`src/rtl/btn_event_pkg.sv`:
```
// rtl/btn_event_pkg.sv - shared types and tick helpers for the button gesture controller
package btn_event_pkg;

  typedef enum logic [2:0] {
    IDLE,
    PRESS1,
    WAIT2,
    PRESS2,
    HOLD
  } state_t;

  typedef enum logic [1:0] {
    EVT_SINGLE,
    EVT_DOUBLE,
    EVT_LONG,
    EVT_REPEAT
  } evt_code_t;

  // Convert a duration in milliseconds to clock ticks.
  function automatic int ms_to_ticks(input int clk_hz, input int ms);
    return clk_hz / 1000 * ms;
  endfunction

  // Largest of three tick counts, used to size the shared timer.
  function automatic int max3(input int a, input int b, input int c);
    int m;
    m = (a > b) ? a : b;
    return (m > c) ? m : c;
  endfunction

endpackage

```
`src/rtl/btn_event_slot.sv`:
```
// rtl/btn_event_slot.sv - one-deep valid/ready event holding register with drop pulse
import btn_event_pkg::*;

module btn_event_slot (
  input  logic      clk,
  input  logic      reset_n,
  input  logic      load_i,
  input  evt_code_t code_i,
  output logic      valid_o,
  output evt_code_t code_o,
  input  logic      ready_i,
  output logic      drop_o
);

  logic      valid_q;
  evt_code_t code_q;
  logic      drop_q;

  // Load when empty or being drained this cycle; otherwise keep the older event and flag the loss.
  always_ff @(posedge clk or negedge reset_n) begin
    if (!reset_n) begin
      valid_q <= 1'b0;
      code_q  <= EVT_SINGLE;
      drop_q  <= 1'b0;
    end else begin
      drop_q <= load_i && valid_q && !ready_i;
      if (load_i && (!valid_q || ready_i)) begin
        valid_q <= 1'b1;
        code_q  <= code_i;
      end else if (valid_q && ready_i) begin
        valid_q <= 1'b0;
      end
    end
  end

  assign valid_o = valid_q;
  assign code_o  = code_q;
  assign drop_o  = drop_q;

endmodule

```
`src/rtl/btn_event_ctrl.sv`:
```
// rtl/btn_event_ctrl.sv - single/double/long-press classifier; BTN_EVENT_AUTO_REPEAT_EN adds hold repeat
import btn_event_pkg::*;

module btn_event_ctrl #(
  parameter int CLK_HZ    = 100_000_000,
  parameter int LONG_MS   = 600,
  parameter int DOUBLE_MS = 250,
  parameter int REPEAT_MS = 150
) (
  input  logic       clk,
  input  logic       reset_n,
  input  logic       btn_db,
  output logic       evt_valid,
  output logic [1:0] evt_code,
  input  logic       evt_ready,
  output logic       evt_drop,
  output logic       busy
);

  localparam int LONG_T = ms_to_ticks(CLK_HZ, LONG_MS);
  localparam int DBL_T  = ms_to_ticks(CLK_HZ, DOUBLE_MS);
  localparam int RPT_T  = ms_to_ticks(CLK_HZ, REPEAT_MS);
  localparam int MAX_T  = max3(LONG_T, DBL_T, RPT_T);
  localparam int TW     = $clog2(MAX_T) + 1;

  // A timeout compare at T-1 needs at least two ticks to be meaningful.
  if (LONG_T < 2 || DBL_T < 2 || RPT_T < 2) begin : g_bad_ticks
    $error("btn_event_ctrl: every tick constant must be at least 2");
  end

  state_t          state_q, state_d;
  logic [TW-1:0]   timer_q, timer_d;
  logic            btn_q;
  logic            rise, fall;
  logic            emit;
  logic            timer_clr;
  evt_code_t       emit_code;
  evt_code_t       slot_code;

  assign rise = btn_db & ~btn_q;
  assign fall = ~btn_db & btn_q;

  // Previous button level; resets high so a button held through reset needs a release first.
  always_ff @(posedge clk or negedge reset_n) begin
    if (!reset_n) btn_q <= 1'b1;
    else          btn_q <= btn_db;
  end

  // State and timer registers.
  always_ff @(posedge clk or negedge reset_n) begin
    if (!reset_n) begin
      state_q <= IDLE;
      timer_q <= '0;
    end else begin
      state_q <= state_d;
      timer_q <= timer_d;
    end
  end

  // Gesture next-state and event emission; edges win over same-cycle timeouts.
  always_comb begin
    state_d   = state_q;
    emit      = 1'b0;
    emit_code = EVT_SINGLE;
    timer_clr = 1'b0;
    case (state_q)
      IDLE: if (rise) state_d = PRESS1;
      PRESS1: begin
        if (fall) begin
          state_d = WAIT2;
        end else if (timer_q == TW'(LONG_T - 1)) begin
          state_d   = HOLD;
          emit      = 1'b1;
          emit_code = EVT_LONG;
        end
      end
      WAIT2: begin
        if (rise) begin
          state_d = PRESS2;
        end else if (timer_q == TW'(DBL_T - 1)) begin
          state_d   = IDLE;
          emit      = 1'b1;
          emit_code = EVT_SINGLE;
        end
      end
      PRESS2: begin
        if (fall) begin
          state_d   = IDLE;
          emit      = 1'b1;
          emit_code = EVT_DOUBLE;
        end
      end
      HOLD: begin
        if (fall) begin
          state_d = IDLE;
        end
`ifdef BTN_EVENT_AUTO_REPEAT_EN
        else if (btn_db && timer_q == TW'(RPT_T - 1)) begin
          emit      = 1'b1;
          emit_code = EVT_REPEAT;
          timer_clr = 1'b1;
        end
`endif
      end
      default: state_d = IDLE;
    endcase
  end

  // Timer restarts on any state entry or repeat, otherwise counts up and saturates.
  always_comb begin
    timer_d = timer_q;
    if (state_d != state_q || timer_clr) timer_d = '0;
    else if (timer_q != '1)              timer_d = timer_q + TW'(1);
  end

  btn_event_slot u_slot (
    .clk     (clk),
    .reset_n (reset_n),
    .load_i  (emit),
    .code_i  (emit_code),
    .valid_o (evt_valid),
    .code_o  (slot_code),
    .ready_i (evt_ready),
    .drop_o  (evt_drop)
  );

  assign evt_code = slot_code;
  assign busy     = (state_q != IDLE);

endmodule

```
`config.mk`:
```
export PLATFORM = sky130hd
export DESIGN_NAME = btn_event_ctrl
export DESIGN_NICKNAME = d
export VERILOG_FILES = /design/src/rtl/btn_event_pkg.sv /design/src/rtl/btn_event_slot.sv /design/src/rtl/btn_event_ctrl.sv
export SDC_FILE = /design/constraint.sdc
export NUM_CORES = 1
export LEC_CHECK = 0
export BUFFER_PORTS_ARGS = -buffer_cell sky130_fd_sc_hd__clkbuf_2
export CAP_MARGIN = 20
export CORE_ASPECT_RATIO = 0.8
export CORE_MARGIN = 1.5
export CORE_UTILIZATION = 40
export DETAILED_ROUTE_END_ITERATION = 8
export MAX_ROUTING_LAYER = met4
export PLACE_DENSITY_LB_ADDON = 0.3
export SETUP_SLACK_MARGIN = 0.05
export SYNTH_ARGS = -nofsm -noshare
export SYNTH_HDL_FRONTEND = slang
export SYNTH_SLANG_ARGS = --single-unit
```
`constraint.sdc`:
```
create_clock -name clk -period 1.9 [get_ports clk]
set_clock_uncertainty 0.05 [all_clocks]
set_input_delay 0.19 -clock clk [delete_from_list [all_inputs] [get_ports clk]]
set_output_delay 0.19 -clock clk [all_outputs]
set_load 0.02 [all_outputs]
```
==> summary by stage, run 1 <==
Route
The DRC violation count after routing is 0. The detailed router's first-iteration violation count is ~190. Using the TritonRoute via totals, the vias-per-cell ratio works out to about 5.8.

The first TritonRoute pass finished after 4 iterations. Across all layers, the routed design uses 2058 vias. The per-cell routed wire length is between 15 and 20 µm. The final wirelength is 6190 µm. In this run the remaining antenna-violating nets after routing total 0.

Timing
Across all setup checks in the final design, the least slack found is -0.0570 ns. The total count of max-transition violations in the final report is 0. Setup violations remaining at the end of the flow were counted as 7. The worst path in the final design needs a cycle of between 1.5 and 2 ns, including I/O delays and setup. The max-slew headroom at the worst pin is 77.3%. The number of hold violations in the final report was 0. Summed over all failing endpoints, the final setup total negative slack is -0.223 ns. The highest clock frequency the design can meet is 511 MHz.

At the pin with the least slew margin, the transition time is 0.338 ns. Setup repair after global routing could not meet its margin everywhere. The post-route clock period utilization is 103%.

Final layout
The antenna diode instance count is 0. The fill cell total of the finished layout is 384. Summing all flip-flop and latch instances after layout gives 881 µm². The area growth from synthesis to layout is 50.3%. After routing the design area is 3070 µm². The layout cell share with drive strength beyond 1 is 43.5%.

The multi-input combinational cells in the finished layout cover a total of 1310 µm². The net count reported at finish is 298.

GRT
Entering global routing, the biggest net connects 36 pins. Across every metal layer, demand over resource in global routing totals 22.5%. The most utilized layer in the global route result is met2. For this run, global-route usage on met2 was measured as 34.3%.

The number of global-route vias before repair was around 2000. Global routing finished with a remaining overflow of 0. The first global-routing pass estimated 9500 µm of wire. The number of antenna violations at the first check in global routing is 0. Global routing consumed, on the met3 layer, ~4.1% of the routing resources. The met1 demand-to-capacity share in global routing is 30.4%.

Yosys
The number of nets in the synthesized netlist is 226. After synthesis, flip-flops and latches occupy 43.0% of the total area. In the synthesized netlist the dominant register cell turns out to be dfrtp_1. Synthesis produced a netlist whose cell count is 221. The number of synthesized flops with an enable pin is 0. In this run the cell area of the synthesized design comes to slightly above 2000 µm². A synthesized cell averages 9.24 µm².

The number of different library cells used by synthesis comes to 46. The number of warnings issued by yosys is 0. After synthesis the netlist holds a flip-flop and latch count of 35. Counting flops with an async set or reset pin after synthesis yields a share of between 90% and 100%.

Placement
Input and output buffers added on the ports amount to 8. Detailed placement finished with a half-perimeter wire length of 3780 µm. Prior to clock tree synthesis, the placed netlist has a worst setup slack of -0.101 ns. The congestion estimate from routability-driven global placement came to 0.830. The cell area reported after detailed placement is between 2000 and 2500 µm².

Worst setup path
The largest driver fanout on the critical path is 3. The worst setup path is of the reg -> reg kind. For the worst setup path, the data arrival time is 2.14 ns. Data on the critical path is required at its endpoint by between 2 and 2.5 ns. The category of the worst setup path capture point is a flip-flop. The kind of launch point of the worst setup path is a flip-flop.

Clocking
The clock net in this run drives a total of 35 sinks. The H-tree was split into 2 levels. TritonCTS built the clock tree. The TritonCTS buffer count is 5. Clock tree synthesis selected as its root buffer the cell clkbuf_8.

The clock-pin transition on the worst setup and hold timing paths is 0.08 ns. The number of buffers on the longest clock path is 2. The clock insertion delay at the later pin of the skew report is 0.30 ns.

Floorplan
The floorplan step defined a die boundary enclosing approximately 5500 µm². 9 I/O pins were placed. The vertical die dimension is about 67 µm.

The initial standard-cell utilization of the core is between 40% and 50%. The placement row count is 23. Measured along the x axis, the die boundary spans 82.9 µm.

The core region is just under 5000 µm².

Status
The flow ran to the end, but the final reports show violations. The final reports fail on setup timing.

Power
The switching power as a share of total power is 29.2%. The clock network fraction of total power is 33.3%. The share of total power in combinational logic is 25.9%. Of the total power, registers draw 40.8%.

For this design the static power due to leakage is approximately 1.3 nW. Power spread over the standard cell area amounts to 692 nW/µm². The internal portion of total power is 1.50 mW. The net switching power figure is 0.621 mW. VDD sags by at most a little under 0.5 mV.

Worst hold path
In this run the worst hold path is classified as in -> reg.

Flow run
The max-capacitance violation count is 0.
power groups by stage:
| stage | Combinational (mW) | Sequential, mW | Clock, mW |
|---|---|---|---|
| floorplan | 0.205 | 0.905 | 0 |
| global placement | 0.403 | 0.874 | 0 |
| detailed placement | 0.418 | 0.876 | 0 |
| CTS | 0.479 | 0.859 | 0.719 |
| global route | 0.597 | 0.871 | 0.749 |
| finish | 0.550 | 0.866 | 0.707 |
worst paths after layout:
check / startpoint / to / slack, ns / cells past startpoint
setup / recovery: timer_q[19] / timer_q[25] / -0.06 / 5
hold / removal: evt_ready / u_slot.drop_o / 0.12 / 3
setup reg to reg: timer_q[19] / timer_q[25] / -0.06 / 5
hold reg to reg: u_slot.code_o[1] / u_slot.code_o[1] / 0.46 / 1
max in group asynchronous: reset_n / btn_q / 1.20 / 3
min in group asynchronous: reset_n / timer_q[25] / 0.35 / 3
cell usage after synthesis (all sizes together), types with 3 or more instances:
| library cell | count | area [µm²] |
|---|---|---|
| nand2b | 3 | 18.8 |
| o2111ai | 3 | 26.3 |
| nand3 | 16 | 92.6 |
| a21oi | 19 | 95.1 |
| nand2 | 12 | 45.0 |
| nor4bb | 3 | 30.0 |
| or4 | 9 | 67.6 |
| and3 | 3 | 18.8 |
| and4 | 5 | 46.3 |
| nor2 | 17 | 63.8 |
| and2 | 4 | 25.0 |
| dfrtp | 34 | 851 |
| or3 | 8 | 50.1 |
| nor3 | 6 | 46.3 |
| buf | 7 | 45.0 |
| inv | 7 | 26.3 |
| nor4 | 6 | 37.5 |
| o31ai | 12 | 95.1 |
| o21ai | 10 | 50.0 |
| xor2 | 5 | 43.8 |
| o211ai | 3 | 22.5 |
| nand4 | 9 | 62.6 |
critical path, cell delays in order, from the launching register on:
cell and delay (ns):
dfrtp_1 0.41, and4_4 0.28, nand2_2 0.10, or3b_4 0.41, or4_4 0.52, a21oi_2 0.13
layer usage:
metal | wire, µm | share of wire [%]
met3 | 397 | 6.4
met2 | 2880 | 46
met1 | 2790 | 45
met5 | 0 | 0
met4 | 126 | 2.0
sequential cells by signal (all words and copies together) (netlist names):
signal and cells:
btn_q 1, state_q 3, timer_q 27, u_slot.code_o 2, u_slot.drop_o 1, u_slot.valid_o 1
through the flow:
stage               cells  hold slack, ns  power, mW  utilization (%)
CTS                   351           0.121       2.06             58.0
global placement      326           0.123       1.28             50.5
floorplan             221          -0.156       1.11                -
detailed placement    326           0.121       1.29             50.5
finish                356           0.117       2.12             62.0
global route          356           0.167       2.22             62.0
cell usage in the layout (no fill, tap or decap), types with 3 or more instances in the layout:
cell type,instances
buf_6,6
dfrtp_1,31
o31ai_1,8
nand4_1,8
buf_4,50
a21oi_1,14
clkbuf_2,8
and4_4,3
inv_1,7
or4_1,4
nand3_2,4
o2111ai_1,3
xor2_1,5
nand3_1,11
nand2_1,11
nand2b_1,3
a21oi_2,5
or3_1,7
nor3_4,3
dfrtp_2,3
o211ai_1,3
nor2_1,16
buf_12,5
nor4_2,3
nor3_1,3
or4_4,5
o21ai_0,8
clkbuf_8,6
cell type report:
type                            instances  area share (%)
Clock buffer                            6            2.69
Multi-Input combinational cell        171            42.8
Inverter                                7           0.856
Sequential cell                        35            28.7
Timing Repair Buffer                   73            21.3
Clock inverter                          2            1.14
Tap cell                               62            2.53
cell families after synthesis:
family                     Yosys count  synth area share [%]
and+or+nand+nor                    107                  31.7
AOI/OAI and AO/OA                   54                  17.0
DFF                                 35                  43.0
buffers and inverters               15                  3.68
xor gates and xnor gates             7                  3.00
muxes                                2                 0.980
adders and majority gates            1                 0.613
repair_timing:
| action | in CTS | in global routing |
|---|---|---|
| gates resized for setup | 23 | 33 |
| setup endpoints to repair | 31 | 31 |
| hold buffers | 2 | 0 |
| pin swaps | 16 | 16 |
| setup buffers | 14 | 4 |
| gates cloned | 1 | 2 |
| endpoints found under the hold margin | 35 | 0 |
No activity file was read; power rests on OpenSTA's default activity.
==> run 2, diff against run 1 <==
GPL_TIMING_DRIVEN = 0   (was not set)
SYNTH_HIERARCHICAL = 1   (was not set)
==> summary by stage, run 2 <==
Status
The flow ran to the end, but the final reports show violations. The checks that failed: setup timing.

Final layout
In the layout the commonest cells are buf_4 (35), nor2_1 (27), dfrtp_1 (22). Compared with the post-synthesis result, the final layout area differs by 42.7%. The layout cell share with drive strength beyond 1 is 46.8% (+3.2 points).

The net count reported at finish is 282 (-5.4%). The library cell used most frequently in the layout, excluding fill and tap cells, is buf_4. The flip-flop count of the largest register after layout is 27 (unchanged). The largest register by flop count is timer_q. The final cell count without fillers is 340 (-4.5%). The antenna diode instance count was 0 (unchanged).

Worst hold path
The class of the tightest hold or removal check is in -> reg. The cell depth of the worst hold path is 3 (unchanged).

Worst setup path
The critical path data arrival time came to 2.33 ns (+0.19 ns). The classification of the worst setup path is reg -> reg. The depth of the most critical reg-to-reg path is 7 (+2). The slowest stage of the critical path belongs to the cell or4_4.

STA classifies the critical path endpoint as a flip-flop. The highest cell delay on the worst timing path is 0.55 ns (+0.03 ns). In this run the critical register-to-register path is captured at u_slot/code_o[0]. The worst setup path is launched from a flip-flop. The required time at the worst-slack endpoint is 2.03 ns (-0.05 ns). Walking the worst path, the cells encountered are or4_4 -> nor4b_4 -> a31oi_2 -> nand2b_4 -> a21oi_4 -> nand2_2 -> mux2_4. The worst setup slack for register-to-register paths is -0.30 ns (-0.24 ns).

The largest driver fanout on the critical path is 2 (-1). The most critical setup path has its endpoint at u_slot/code_o[0]. The startpoint of the lowest-slack register-to-register path is state_q[0]. The most critical setup path has its startpoint at state_q[0].

Timing
The total count of max-transition violations in the final report is 0 (unchanged). The max-slew headroom at the worst pin was 39.0% (-38 points). The setup slack of the critical path after layout is -0.297 ns (-0.240 ns). The transition time at the pin with the least slew margin was 0.915 ns (+0.577 ns).

The shortest period the worst path allows is 2.20 ns (+0.240 ns). The post-route clock period utilization is 116% (+13 points). The count of endpoints failing setup in the final report is 27 (+20).

Setup repair after global routing could not meet its margin everywhere. The highest clock frequency the design can meet was 455 MHz (-11%). The number of hold violations in the final report is 0 (unchanged).

Clocking
The number of buffers on the longest clock path came to 2 (unchanged). The clock insertion delay at the later pin of the skew report is 0.30 ns (about the same). The total number of H-tree levels is 2 (unchanged).

The root cell of the clock tree is clkbuf_8. TritonCTS built the clock tree. The TritonCTS buffer count is 5 (unchanged). The clock-pin transition on the worst setup and hold timing paths came to 0.07 ns (about the same). The number of sinks on the clock net is 35 (unchanged).

Yosys
The number of synthesized register bits came to 35 (unchanged). The commonest cells after synthesis are dfrtp_1 (34), nor2_1 (29), nand2_1 (18). The predominant post-synthesis flop cell is dfrtp_1. The cell with the most instances after synthesis is dfrtp_1. The cell taking the most area after synthesis is dfrtp_1.

The share of the yosys chip area belonging to registers came to 42.4% (-0.60 points). The count of different cell masters after synthesis is 56 (+22%). The post-synthesis cell area is 2070 µm² (+1.4%). The post-synth net total came to 224 (-0.88%). The number of warnings issued by yosys is 6 (+6).

The fraction of synthesis flops using an asynchronous set or reset pin is 100% (unchanged). The post-synthesis cell count is 219 (-0.90%). Sorting the synthesized cells by area gives the leading types as dfrtp_1 (41%), nor2_1 (5.3%), xor2_1 (4.2%).

The area share of the largest cell type after synthesis is 41.1% (-0.58 points). The average cell area after synthesis is 9.46 µm² (+2.3%). The number of synthesized flops with an enable pin is 0 (unchanged).

Placement
The placer congestion estimate is 0.825 (-0.61%). The number of port buffers came to 8 (unchanged). The number of cells after detailed placement is 289 (-11%). The half-perimeter wire length after detailed placement is 3260 µm (-14%).

GRT
The global-route wire length before repair came to 8780 µm (-7.6%). The global router's overall resource usage came to 21.3% (-1.2 points). The residual overflow from global routing is 0 (unchanged). The number of global-route vias before repair is 1680 (-14%). The number of antenna violations at the first check in global routing is 0 (unchanged). The pin count of the biggest net entering global routing was 36 (unchanged).

Route
The detailed router's first-iteration violation count is 149 (-20%). The mean number of vias per cell is 5.79 (+0.23%). The detailed-route wire length on metal 1 was 2780 µm (-0.11%). The per-cell routed wire length is 17.6 µm (+1.4%).

The post-detailed-route count of antenna-violating nets is 0 (unchanged). The total met3 wirelength after detailed routing is 421 µm (+6.0%). The topmost layer with routed signal wires is met4. The DRC violation count after routing was 0 (unchanged).

The final wirelength is 5990 µm (-3.1%). The detailed-routed wire length on met2 is 2660 µm (-7.6%). The total number of vias is 1970 (-4.3%). The number of optimization iterations in the first detailed-route pass is 4 (unchanged).

Floorplan
The placeable core region is 5010 µm² (+1.2%). The vertical die dimension is 67.4 µm (+0.67%). The area enclosed by the die boundary is 5620 µm² (+1.4%). The placement row count came to 23 (unchanged). The boundary pin count is 9 (unchanged). The initial standard-cell utilization of the core was 41.4% (+0.10 points).

The horizontal extent of the die is 83.4 µm (+0.68%).

Power
The maximum vdd ir drop is 0.438 mV (-11%). The total power after layout was 1.89 mW (-11%). The leakage power total is 1.28 nW (+0.10%).

The areal power density over the cells is 638 nW/µm² (-7.7%).

Flow run
The max-capacitance violation count was 0 (unchanged).
run 2: cell types whose count changed in the layout (fill, tap and decap cells not counted), sizes merged, moves of 4 or more:
| cell | previous run | this run |
|---|---|---|
| nor2 | 17 | 29 |
| clkbuf | 16 | 20 |
| and3 | 3 | 8 |
| o31ai | 12 | 4 |
| or4 | 9 | 5 |
| nand2 | 12 | 19 |
| nand4 | 9 | 5 |
| inv | 7 | 3 |
| buf | 61 | 46 |
| xor2 | 5 | 10 |
| nand3 | 16 | 10 |
| a21oi | 19 | 13 |
run 2: critical path: cells and delay by family (launching register included):
family | cells | cell delay [ns]
flip-flops | 1 | 0.38
AND/OR/NAND/NOR | 4 | 1.07
multiplexers | 1 | 0.30
AO/OA/AOI/OAI | 2 | 0.28
run 2: routing by layer:
| layer | GRT usage [%] | up-vias |
|---|---|---|
| li1 | - | 925 |
| met1 | 29.8 | 954 |
| met2 | 29.4 | 75 |
| met3 | 5.87 | 16 |
| met4 | 7.79 | 0 |
| met5 | - | - |
run 2: area by class of cell:
| class | instances | area, µm² |
|---|---|---|
| inverters | 3 | 11.3 |
| well taps | 62 | 77.6 |
| plain buffers | 8 | 87.6 |
| flip-flops and latches | 35 | 892 |
| multi-input cells | 172 | 1370 |
| fillers | 416 | 2050 |
| clock buffers | 8 | 100 |
| repair buffers | 52 | 412 |
run 2: where the power goes:
part           switching (mW)  leakage [nW]  total (mW)  internal [mW]
sequential             0.0918         0.455       0.901          0.809
clock                   0.287        0.0515       0.618          0.331
combinational           0.186         0.774       0.367          0.180
run 2: repair_timing:
| item | 4_1_cts | 5_1_grt |
|---|---|---|
| cloned | 3 | 0 |
| endpoints found under the hold margin | 35 | 0 |
| endpoints found under the setup margin | 29 | 32 |
| pin swaps | 12 | 19 |
| hold buffers | 2 | 0 |
| resized for setup | 37 | 35 |
| buffers inserted | 23 | 17 |
run 2: logic make-up (layout without fill, tap and decap cells):
kind of cell / Yosys count / count (layout) / synth area share (%)
compound gates: 45 / 45 / 14.4
xor+xnor: 10 / 10 / 4.23
fa+ha+maj: 1 / 1 / 0.604
buf+inv: 12 / 71 / 3.87
flops: 35 / 35 / 42.4
mux: 4 / 4 / 2.42
simple gates: 112 / 112 / 32.1
run 2: worst min path at each step:
stage	slack [ns]	to	start
after global placement	0.30	btn_q	btn_db
after CTS	0.10	u_slot/drop_o	evt_ready
after floorplan	-0.16	state_q[0]	reset_n
final	0.12	u_slot/drop_o	evt_ready
after detailed placement	0.29	btn_q	btn_db
after global routing	0.12	u_slot/drop_o	evt_ready
run 2: metrics by stage:
stage	instance area [µm²]	utilization, %	setup WS (ns)	TNS [ns]	hold WS (ns)
global placement	2240	44.8	-0.434	-4.34	0.297
CTS	2700	53.8	-0.315	-2.35	0.104
floorplan	2120	-	-0.192	-0.384	-0.156
detailed placement	2240	44.8	-0.440	-4.76	0.294
finish	2950	59.0	-0.297	-2.66	0.115
global route	2950	59.0	-0.376	-4.50	0.119
